<file path="src/rtl/traffic_pkg.sv">
// Shared light-code, lamp-index and fault-code definitions for the
// traffic_control / traffic_lamp_driver pair.
package traffic_pkg;

   // Encoded light codes sent by traffic_control
   localparam logic [2:0] GREEN        = 3'b110;
   localparam logic [2:0] G_LEFT       = 3'b101;
   localparam logic [2:0] YELLOW       = 3'b100;
   localparam logic [2:0] RED          = 3'b011;
   localparam logic [2:0] G_RIGHT      = 3'b010;
   localparam logic [2:0] FLASH_RED    = 3'b111;
   localparam logic [2:0] FLASH_YELLOW = 3'b000;
   localparam logic [2:0] INVALID      = 3'b001;

   // Lamp enable bit positions, vector order {RIGHT,LEFT,GREEN,YELLOW,RED}
   localparam int LAMP_RED    = 0;
   localparam int LAMP_YELLOW = 1;
   localparam int LAMP_GREEN  = 2;
   localparam int LAMP_LEFT   = 3;
   localparam int LAMP_RIGHT  = 4;

   localparam logic [4:0] LAMP_STEADY_RED = 5'b00001;

   typedef enum logic [1:0] {
      FAULT_NONE     = 2'b00,
      FAULT_CONFLICT = 2'b01,
      FAULT_SENSE    = 2'b10,
      FAULT_INVALID  = 2'b11
   } fault_code_t;

   // Codes that need the shared flash phase (invalid falls back to flashing red)
   function automatic logic is_flash_code(input logic [2:0] code);
      return (code == FLASH_RED) || (code == FLASH_YELLOW) || (code == INVALID);
   endfunction

   // Light code to lamp enables; phase gates the flashing lamp
   function automatic logic [4:0] decode_lamp(input logic [2:0] code, input logic phase);
      logic [4:0] lamp;
      lamp = '0;
      case (code)
         GREEN:        lamp[LAMP_GREEN] = 1'b1;
         G_LEFT: begin
            lamp[LAMP_LEFT] = 1'b1;
            lamp[LAMP_RED]  = 1'b1;
         end
         YELLOW:       lamp[LAMP_YELLOW] = 1'b1;
         RED:          lamp[LAMP_RED] = 1'b1;
         G_RIGHT: begin
            lamp[LAMP_RIGHT] = 1'b1;
            lamp[LAMP_RED]   = 1'b1;
         end
         FLASH_YELLOW: lamp[LAMP_YELLOW] = phase;
         default:      lamp[LAMP_RED] = phase;
      endcase
      return lamp;
   endfunction

endpackage

</file>
<file path="src/rtl/flash_gen.sv">
// Shared flash phase generator. The phase seen by the decoder is forced
// "on" in the first cycle of a flash request so every flash episode
// starts with a full lamp-on half period.
module flash_gen #(
   parameter int FLASH_HALF = 4
) (
   input  logic CLK,
   input  logic reset_n,
   input  logic i_active,
   output logic o_phase
);

   localparam int CW = (FLASH_HALF > 1) ? $clog2(FLASH_HALF) : 1;

   logic [CW-1:0] r_cnt;
   logic          r_phase;
   logic          r_active_d;

   logic          w_entry;
   logic [CW-1:0] w_cnt_eff;
   logic          w_phase_eff;
   logic          w_wrap;

   // A new flash episode restarts the half period with the lamp on
   assign w_entry     = i_active & ~r_active_d;
   assign w_cnt_eff   = w_entry ? '0 : r_cnt;
   assign w_phase_eff = w_entry ? 1'b1 : r_phase;
   assign w_wrap      = (w_cnt_eff == CW'(FLASH_HALF - 1));
   assign o_phase     = w_phase_eff;

   // Counter free-runs while flashing, toggling phase at each wrap
   always_ff @(posedge CLK) begin
      if (!reset_n) begin
         r_cnt      <= '0;
         r_phase    <= 1'b0;
         r_active_d <= 1'b0;
      end else if (!i_active) begin
         r_cnt      <= '0;
         r_phase    <= 1'b0;
         r_active_d <= 1'b0;
      end else begin
         r_active_d <= 1'b1;
         if (w_wrap) begin
            r_cnt   <= '0;
            r_phase <= ~w_phase_eff;
         end else begin
            r_cnt   <= w_cnt_eff + CW'(1);
            r_phase <= w_phase_eff;
         end
      end
   end

endmodule

</file>
<file path="src/rtl/traffic_lamp_driver.sv">
// Lamp driver downstream of traffic_control: decodes light codes into lamp
// enables, checks command integrity and lamp current sense, and latches a
// sticky fault that forces both approaches to flashing red.
module traffic_lamp_driver
   import traffic_pkg::*;
#(
   parameter int FLASH_HALF   = 4,
   parameter int FAULT_CYCLES = 4
) (
   input  logic       CLK,
   input  logic       reset_n,
   input  logic [2:0] L_A,
   input  logic [2:0] L_B,
   input  logic       RA,
   input  logic       RB,
   input  logic [4:0] SENSE_A,
   input  logic [4:0] SENSE_B,
   input  logic       ERR_CLR,
   output logic [4:0] LAMP_A,
   output logic [4:0] LAMP_B,
   output logic       WALK_A,
   output logic       WALK_B,
   output logic       ERR_OUT,
   output logic [1:0] FAULT_CODE
);

   localparam int MCW = $clog2(FAULT_CYCLES + 1);

   logic [4:0]  r_lamp_a, r_lamp_b;
   logic [4:0]  r_prev_a, r_prev_b;
   logic        r_walk_a, r_walk_b;
   logic        r_err;
   fault_code_t r_fault_code;
   logic [MCW-1:0] r_mis_cnt;

   logic        w_invalid, w_conflict, w_mismatch, w_sense_fault;
   logic        w_fault_any, w_err_next, w_flash_active, w_phase;
   fault_code_t w_cause;
   logic [4:0]  w_lamp_a_next, w_lamp_b_next;

   assign w_invalid  = (L_A == INVALID) || (L_B == INVALID);
   assign w_conflict = ((L_A == GREEN) && (L_B != RED)) ||
                       ((L_B == GREEN) && (L_A != RED)) ||
                       ((L_A == G_LEFT) && (L_B == G_LEFT));

   // Sense lags the drive by one cycle, so compare against last cycle's drive
   assign w_mismatch    = ({SENSE_A, SENSE_B} != {r_prev_a, r_prev_b});
   assign w_sense_fault = ~r_err & w_mismatch & (r_mis_cnt >= MCW'(FAULT_CYCLES - 1));

   // Highest-priority cause of this cycle's fault, if any
   always_comb begin
      w_cause     = FAULT_NONE;
      w_fault_any = 1'b1;
      if (w_invalid)          w_cause = FAULT_INVALID;
      else if (w_conflict)    w_cause = FAULT_CONFLICT;
      else if (w_sense_fault) w_cause = FAULT_SENSE;
      else                    w_fault_any = 1'b0;
   end

   // A new fault beats a same-cycle clear
   assign w_err_next     = w_fault_any | (r_err & ~ERR_CLR);
   assign w_flash_active = is_flash_code(L_A) | is_flash_code(L_B) | w_err_next;

   flash_gen #(
      .FLASH_HALF (FLASH_HALF)
   ) u_flash_gen (
      .CLK      (CLK),
      .reset_n  (reset_n),
      .i_active (w_flash_active),
      .o_phase  (w_phase)
   );

   assign w_lamp_a_next = w_err_next ? {4'b0000, w_phase} : decode_lamp(L_A, w_phase);
   assign w_lamp_b_next = w_err_next ? {4'b0000, w_phase} : decode_lamp(L_B, w_phase);

   // Registered lamp and walk drive, plus the one-cycle-old copy for sense
   always_ff @(posedge CLK) begin
      if (!reset_n) begin
         r_lamp_a <= LAMP_STEADY_RED;
         r_lamp_b <= LAMP_STEADY_RED;
         r_prev_a <= LAMP_STEADY_RED;
         r_prev_b <= LAMP_STEADY_RED;
         r_walk_a <= 1'b0;
         r_walk_b <= 1'b0;
      end else begin
         r_prev_a <= r_lamp_a;
         r_prev_b <= r_lamp_b;
         r_lamp_a <= w_lamp_a_next;
         r_lamp_b <= w_lamp_b_next;
         r_walk_a <= RA & ~w_err_next;
         r_walk_b <= RB & ~w_err_next;
      end
   end

   // Consecutive-mismatch counter, idle while a fault is latched
   always_ff @(posedge CLK) begin
      if (!reset_n || r_err) begin
         r_mis_cnt <= '0;
      end else if (w_mismatch) begin
         if (r_mis_cnt != MCW'(FAULT_CYCLES))
            r_mis_cnt <= r_mis_cnt + MCW'(1);
      end else begin
         r_mis_cnt <= '0;
      end
   end

   // Sticky fault latch keeping the first cause until cleared
   always_ff @(posedge CLK) begin
      if (!reset_n) begin
         r_err        <= 1'b0;
         r_fault_code <= FAULT_NONE;
      end else if (w_fault_any && (!r_err || ERR_CLR)) begin
         r_err        <= 1'b1;
         r_fault_code <= w_cause;
      end else if (ERR_CLR) begin
         r_err        <= 1'b0;
         r_fault_code <= FAULT_NONE;
      end
   end

   assign LAMP_A     = r_lamp_a;
   assign LAMP_B     = r_lamp_b;
   assign WALK_A     = r_walk_a;
   assign WALK_B     = r_walk_b;
   assign ERR_OUT    = r_err;
   assign FAULT_CODE = r_fault_code;

endmodule

</file>
<file path="config.mk">
export PLATFORM = sky130hd
export DESIGN_NAME = traffic_lamp_driver
export DESIGN_NICKNAME = d
export VERILOG_FILES = /design/src/rtl/traffic_pkg.sv /design/src/rtl/flash_gen.sv /design/src/rtl/traffic_lamp_driver.sv
export SDC_FILE = /design/constraint.sdc
export NUM_CORES = 1
export LEC_CHECK = 0
export CORE_MARGIN = 2
export CORE_UTILIZATION = 50
export DETAILED_ROUTE_END_ITERATION = 10
export DONT_BUFFER_PORTS = 1
export GPL_ROUTABILITY_DRIVEN = 0
export GPL_TIMING_DRIVEN = 0
export HOLD_SLACK_MARGIN = 0.12
export SLEW_MARGIN = 20
export SYNTH_ARGS = -nofsm -noshare
export SYNTH_HDL_FRONTEND = slang
export SYNTH_HIERARCHICAL = 1
export SYNTH_SLANG_ARGS = --single-unit
</file>
<file path="constraint.sdc">
create_clock -name CLK -period 5.7 [get_ports CLK]
set_clock_uncertainty 0.2 [all_clocks]
set_input_delay 0.57 -clock CLK [delete_from_list [all_inputs] [get_ports CLK]]
set_output_delay 0.57 -clock CLK [all_outputs]
set_load 0.01 [all_outputs]
</file>
==> results of run 1 <==
## kinds of logic (layout without fill, tap and decap cells)
family / after synthesis / in the layout / share of synthesized area (%)
simple gates: 59 / 59 / 26.4
flops: 32 / 32 / 46.8
compound gates: 19 / 19 / 9.86
buf+inv: 14 / 25 / 4.20
xor+xnor: 12 / 12 / 7.67
fa+ha+maj: 4 / 4 / 3.65
mux: 2 / 2 / 1.46
## worst reg2reg max path: stages (launching register included)
cell	delay [ps]
dfxtp_1	320
xnor2_1	150
nand4_1	140
o31ai_1	540
nand4_1	250
or4_1	580
nand2b_1	130
and2_1	140
ha_1	210
xnor2_1	130
nor2_1	50
## metal layers
metal,GRT usage (%),share of wire (%)
met5,0,0
met4,9.18,1.3
met2,27.4,44
met1,23.6,47
met3,4.84,7.5
## report_power, final
group          total [mW]  internal [mW]  switching (mW)  leakage, nW
clock               0.139         0.0699          0.0690       0.0374
combinational      0.0642         0.0301          0.0341        0.305
sequential          0.251          0.238          0.0125        0.262
## area by class of cell
cell class                      instances  area share (%)
Multi-Input combinational cell         96            44.4
Tap cell                               30            2.48
Inverter                                9            2.23
Sequential cell                        32            42.3
Buffer                                  5            1.57
Clock buffer                            7            4.30
Timing Repair Buffer                    4            2.65
## flip-flops by register name, indices dropped and copies added (netlist names)
name / flops
r_prev_a: 5
r_mis_cnt: 3
FAULT_CODE: 2
WALK_A: 1
WALK_B: 1
r_prev_b: 5
LAMP_A: 5
u_flash_gen/r_phase: 1
u_flash_gen/r_cnt: 2
u_flash_gen/r_active_d: 1
LAMP_B: 5
ERR_OUT: 1
## worst paths after layout
check                                    endpoint                             from  cells after the start
setup / recovery   u_flash_gen/r_phase$_SDFF_PN0_           r_prev_b[0]$_SDFF_PN1_                     10
hold / removal                  WALK_A$_SDFF_PN0_                               RA                      1
setup reg to reg   u_flash_gen/r_phase$_SDFF_PN0_           r_prev_b[0]$_SDFF_PN1_                     10
hold reg to reg   u_flash_gen/r_cnt[0]$_SDFF_PP0_  u_flash_gen/r_cnt[0]$_SDFF_PP0_                      1
## stage by stage
stage	hold WS [ps]	instances
after detailed placement	234	172
after floorplan	211	142
after CTS	121	182
after global routing	161	183
final	168	183
after global placement	232	172
## cells in the final DEF (no fill, tap or decap), types with 5 or more instances in the layout
cell,instances
nor2_1,8
nand2_1,8
xnor2_1,12
inv_1,9
dfxtp_1,32
nand2b_1,5
clkbuf_4,5
and2_1,13
## timing repair
item,4_1_cts,5_1_grt
hold endpoints to repair,4,1
resized for setup,0,0
hold buffers,3,1
==> impl_metrics.yaml, run 1 <==
outcome:
  status: "finished clean"
job:
  maxCapViolCount: 0
finish:
  num_antenna_cells: 0
  nFillCells: 247
  drive_gt1_share_pct: 9.80
  utilization_pct: 59.4
  seqCellArea_um2: 641
  multi_input_area_um2: 672
  final_area_um2: 1510
  syn_to_final_growth_pct: 10.4
  nNetsFinal: 178
logic_synthesis:
  yosysTopAreaCellShare_pct: 46.8
  syn_nets: 167
  synth_cell_types: 37
  synth-seq-cells: 32
  synthMostInstantiatedCell: "dfxtp_1"
  async_reset_ff_share_pct: 0
  synth_ff_type: "dfxtp_1"
  yosys_warnings: 6
  synth_area_leader_cell: "dfxtp_1"
  syn_avg_cell_area_um2: 9.65
  synth-edff-count: 0
  netlist_instances: 142
  synth.top_cells.by_count: "32 x dfxtp_1, 13 x and2_1, 12 x xnor2_1"
  synth_area_um2: 1370
  synthTopCellsByArea: "dfxtp_1 47%, xnor2_1 7.7%, and2_1 5.9%"
  synth_seq_area_share_pct: 46.8
power:
  p_per_area_nw_per_um2: 300
  p_leak_nw: 0.604
  ir_drop_uv: 218
  power_mw: 0.454
floorplan:
  core_um2: 2540
  start_util_pct: 53.8
  chipHeight_um: 56.3
  chipWidth_um: 56.3
  die-area_um2: 3170
  core.rowCount: 18
  io_pins: 36
setup_path:
  crit_arrival_ps: 2980
  critical_path_buf_inv_count: 0
  crit_type: "reg2reg"
  r2r_slack_ps: 2750
  cp_max_fo: 4
  cp_top_family: "simple AND/OR/NAND/NOR gates"
  worstPathRequired_ps: 5720
  slowest_delay_ps: 580
  critPathLaunchType: "register"
  critical_path.cell_chain: "xnor2_1, nand4_1, o31ai_1, nand4_1, or4_1, nand2b_1, and2_1, ha_1, xnor2_1, nor2_1"
  worstSetupEndpointType: "register"
  cp_slowest_cell: "or4_1"
place:
  post-dp-hpwl_um: 1940
  postPlaceCellArea_um2: 1410
  pre_cts_slack_ps: 2550
  io_buffers: 0
clocking:
  cts_buffers: 5
  clk_path_buf_depth: 2
  htreeDepth: 2
  clk_latency_ps: 320
  tritoncts: "yes"
  root_buffer: "clkbuf_4"
  clock-sinks: 32
  post_cts_buffers: 0
  cts.clk_slew.worst_paths_ps: 90
global_route:
  grt_antenna_before_repair: 0
  grt_pass1_wl_um: 4420
  track_usage_pct: 18.1
  grt.overflow.total: 0
  grt_max_degree: 11
  grt_pass1_vias: 968
detailed_routing:
  drt-total-wl_um: 2570
  post_drt_wl_per_cell_um: 14.0
  vias: 1012
  ant_nets: 0
  drc_errors: 0
  vias_per_cell: 5.53
  first_pass_iters: 4
  dr.first_iter.drc_count: 33
timing:
  setup_viol: 0
  slew_viol_final: 0
  fin_ws_ps: 2750
  tns_ps: 0
  period_needed_ps: 2950
  period_share_pct: 51.8
  slew_headroom_pct: 58.4
  rsz0062_at_grt: "no"
  clock.fmax_ghz: 0.339
  worstMarginPinSlew_ps: 615
  hold_viol_final: 0
worst_hold_path:
  hold_path.class: "in2reg"
(Power assumes the default switching activity.)
==> inputs of run 2 (changes only) <==
- ABC_AREA: default -> 1
- clock period: 5.7 -> 2.9 ns (I/O delays scaled with it)
==> run 2 against run 1 <==
  * Clock power grew 100%
  * Die area grew 4.3%
  * Global-route usage grew 0.63 points
  * Power grew 100%
  * Final area grew 10%
  * Non-clock buffer count grew 5
  * Critical path type is now in2reg
  * Critical endpoint unchanged
  * Largest cell class is now sequential cells
  * Highest routed layer unchanged
==> impl_metrics.yaml, run 2 <==
power:
  p_int_mw: 0.669
  p_leak_nw: 0.830
  power_mw: 0.924
  p_per_area_nw_per_um2: 554
  swShare_pct: 27.6
  p_sw_mw: 0.255
  combPwrFrac_pct: 16.4
  clkPwrFrac_pct: 30.1
  ir_drop_uv: 388
  p_seq_share_pct: 53.4
clocking:
  clock-sinks: 32
  root_buffer: "clkbuf_4"
  clk_path_buf_depth: 2
  tritoncts: "yes"
  hold_buffers: 13
  cts_resized: 0
  cts_buffers: 5
  cts.clk_slew.worst_paths_ps: 90
  post_cts_buffers: 0
  clk_latency_ps: 330
  htreeDepth: 2
logic_synthesis:
  synth_area_um2: 1430
  synth_adder_area_share_pct: 3.49
  async_reset_ff_share_pct: 0
  synth_ff_type: "dfxtp_1"
  synth_seq_area_share_pct: 44.7
  synth-seq-cells: 32
  syn_avg_cell_area_um2: 7.46
  synthTopCellsByArea: "dfxtp_1 45%, nand2_1 11%, inv_1 10%"
  synth_area_leader_cell: "dfxtp_1"
  netlist_instances: 192
  synthMostInstantiatedCell: "nand2_1"
  synth_top_family_by_area: "simple AND/OR/NAND/NOR gates"
  synth-edff-count: 0
  synth_xor_area_share_pct: 3.67
  yosys_warnings: 6
  synth-simple-area-share_pct: 29.4
  yosysTopAreaCellShare_pct: 44.7
  synth-compound-area-share_pct: 7.16
  syn_nets: 217
  muxShareOfSynthArea_pct: 0
  synth_cell_types: 28
  synth.top_cells.by_count: "41 x nand2_1, 39 x inv_1, 32 x dfxtp_1"
detailed_routing:
  first_pass_iters: 4
  post_drt_wl_per_cell_um: 11.3
  drt-total-wl_um: 2750
  dr.first_iter.drc_count: 38
  ant_nets: 0
  drc_errors: 0
  vias: 1197
  vias_per_cell: 4.93
finish:
  utilization_pct: 61.0
  final_cell_mix: "41 x nand2_1, 39 x inv_1, 32 x dfxtp_1"
  final_common_cell: "nand2_1"
  syn_to_final_growth_pct: 16.3
  nFillCells: 257
  drive_gt1_share_pct: 11.3
  num_antenna_cells: 0
  nNetsFinal: 237
setup_path:
  critPathMostFrequentCell: "inv_1"
  crit_arrival_ps: 2610
  crit_type: "in2reg"
  slowest_delay_ps: 600
  cp_slowest_cell: "dlygate4sd3_1"
  critPathLaunchType: "input port"
  worstSetupEndpointType: "register"
  critical_path.cell_chain: "dlygate4sd3_1, inv_1, nand3_1, nand4_1, nand3_2, nor2_2, nand2_2, nor2_4, o221ai_1, nand2_2, inv_1, nor2_1, ha_1, inv_1, a21oi_1, nor2_1"
  cp_top_family: "simple AND/OR/NAND/NOR gates"
  worstPathRequired_ps: 2930
  critical_path_buf_inv_count: 4
  cp_max_fo: 5
worst_hold_path:
  hold_path.class: "in2reg"
outcome:
  status: "finished clean"
timing:
  slew_headroom_pct: 67.6
  clock.fmax_ghz: 0.388
  hold_viol_final: 0
  worstMarginPinSlew_ps: 481
  rsz0062_at_grt: "no"
  slew_viol_final: 0
  setup_viol: 0
  tns_ps: 0
  period_needed_ps: 2580
  period_share_pct: 89.0
global_route:
  met3_usage_pct: 7.94
  grt_use_met1_pct: 19.0
  grt_max_degree: 11
  grt_pass1_wl_um: 4710
  track_usage_pct: 18.7
  grt.overflow.total: 0
  grt_antenna_before_repair: 0
  grt_pass1_vias: 1171
  busiest_layer: "met2"
  use_met2_pct: 32.6
place:
  post-dp-hpwl_um: 2030
  io_buffers: 0
floorplan:
  core.rowCount: 19
  io_pins: 36
  core_um2: 2730
  die-area_um2: 3310
  start_util_pct: 52.4
  chipHeight_um: 57.5
  chipWidth_um: 57.5
job:
  maxCapViolCount: 0
-- run 2: changes by cell type after synthesis, sizes merged, moves of 6 or more --
cell,delta
a21oi,+6
and2,-13
inv,+33
nand2,+36
nand2b,-6
nand3,+14
nor2,+11
xnor2,-8
-- run 2: cells by family after synthesis --
group	Yosys count
compound gates	18
xor+xnor	6
fa+ha+maj	4
buf+inv	44
simple gates	88
flops	32
-- run 2: worst paths after layout --
kind,to,cells after the start,startpoint,slack [ps]
setup / recovery,u_flash_gen/r_phase$_SDFF_PN0_,16,L_A[2],320
hold / removal,FAULT_CODE[0]$_SDFFE_PN0P_,3,L_A[1],150
setup reg to reg,u_flash_gen/r_phase$_SDFF_PN0_,15,r_mis_cnt[0]$_SDFFE_PP0P_,450
hold reg to reg,r_prev_b[1]$_SDFF_PN0_,2,LAMP_B[1]$_SDFF_PP0_,290
-- run 2: area by class of cell --
cell class	count	area (um2)	area share (%)
inverters	43	161	9.68
plain buffers	1	3.75	0.225
multi-input cells	116	627	37.6
flip-flops and latches	32	641	38.4
well taps	31	38.8	2.33
repair buffers	13	130	7.81
clock buffers	7	65.1	3.90
-- run 2: power groups by stage --
stage | logic [mW] | clock network (mW) | registers (mW)
final | 0.152 | 0.278 | 0.494
after floorplan | 0.111 | 0 | 0.500
after global routing | 0.175 | 0.305 | 0.498
after detailed placement | 0.132 | 0 | 0.505
after CTS | 0.151 | 0.286 | 0.494
after global placement | 0.127 | 0 | 0.504
-- run 2: per-stage QoR --
stage	instance area [um2]	hold slack (ps)	cells	setup WS, ps
after floorplan	1430	160	192	717
after global placement	1470	163	223	531
after detailed placement	1470	166	223	456
after CTS	1670	132	243	346
after global routing	1670	178	243	137
final	1670	150	243	320
-- run 2: routing by layer --
layer,vias up,wire [um]
li1,628,-
met1,529,1120
met2,30,1380
met3,10,163
met4,0,82
met5,-,0
-- run 2: worst register-to-register path, delay by kind of cell, from the launching register on --
family,cells,cell delay (ps)
buf+inv,2,110
compound gates,3,430
fa+ha+maj,3,550
simple gates,7,720
flops,1,330
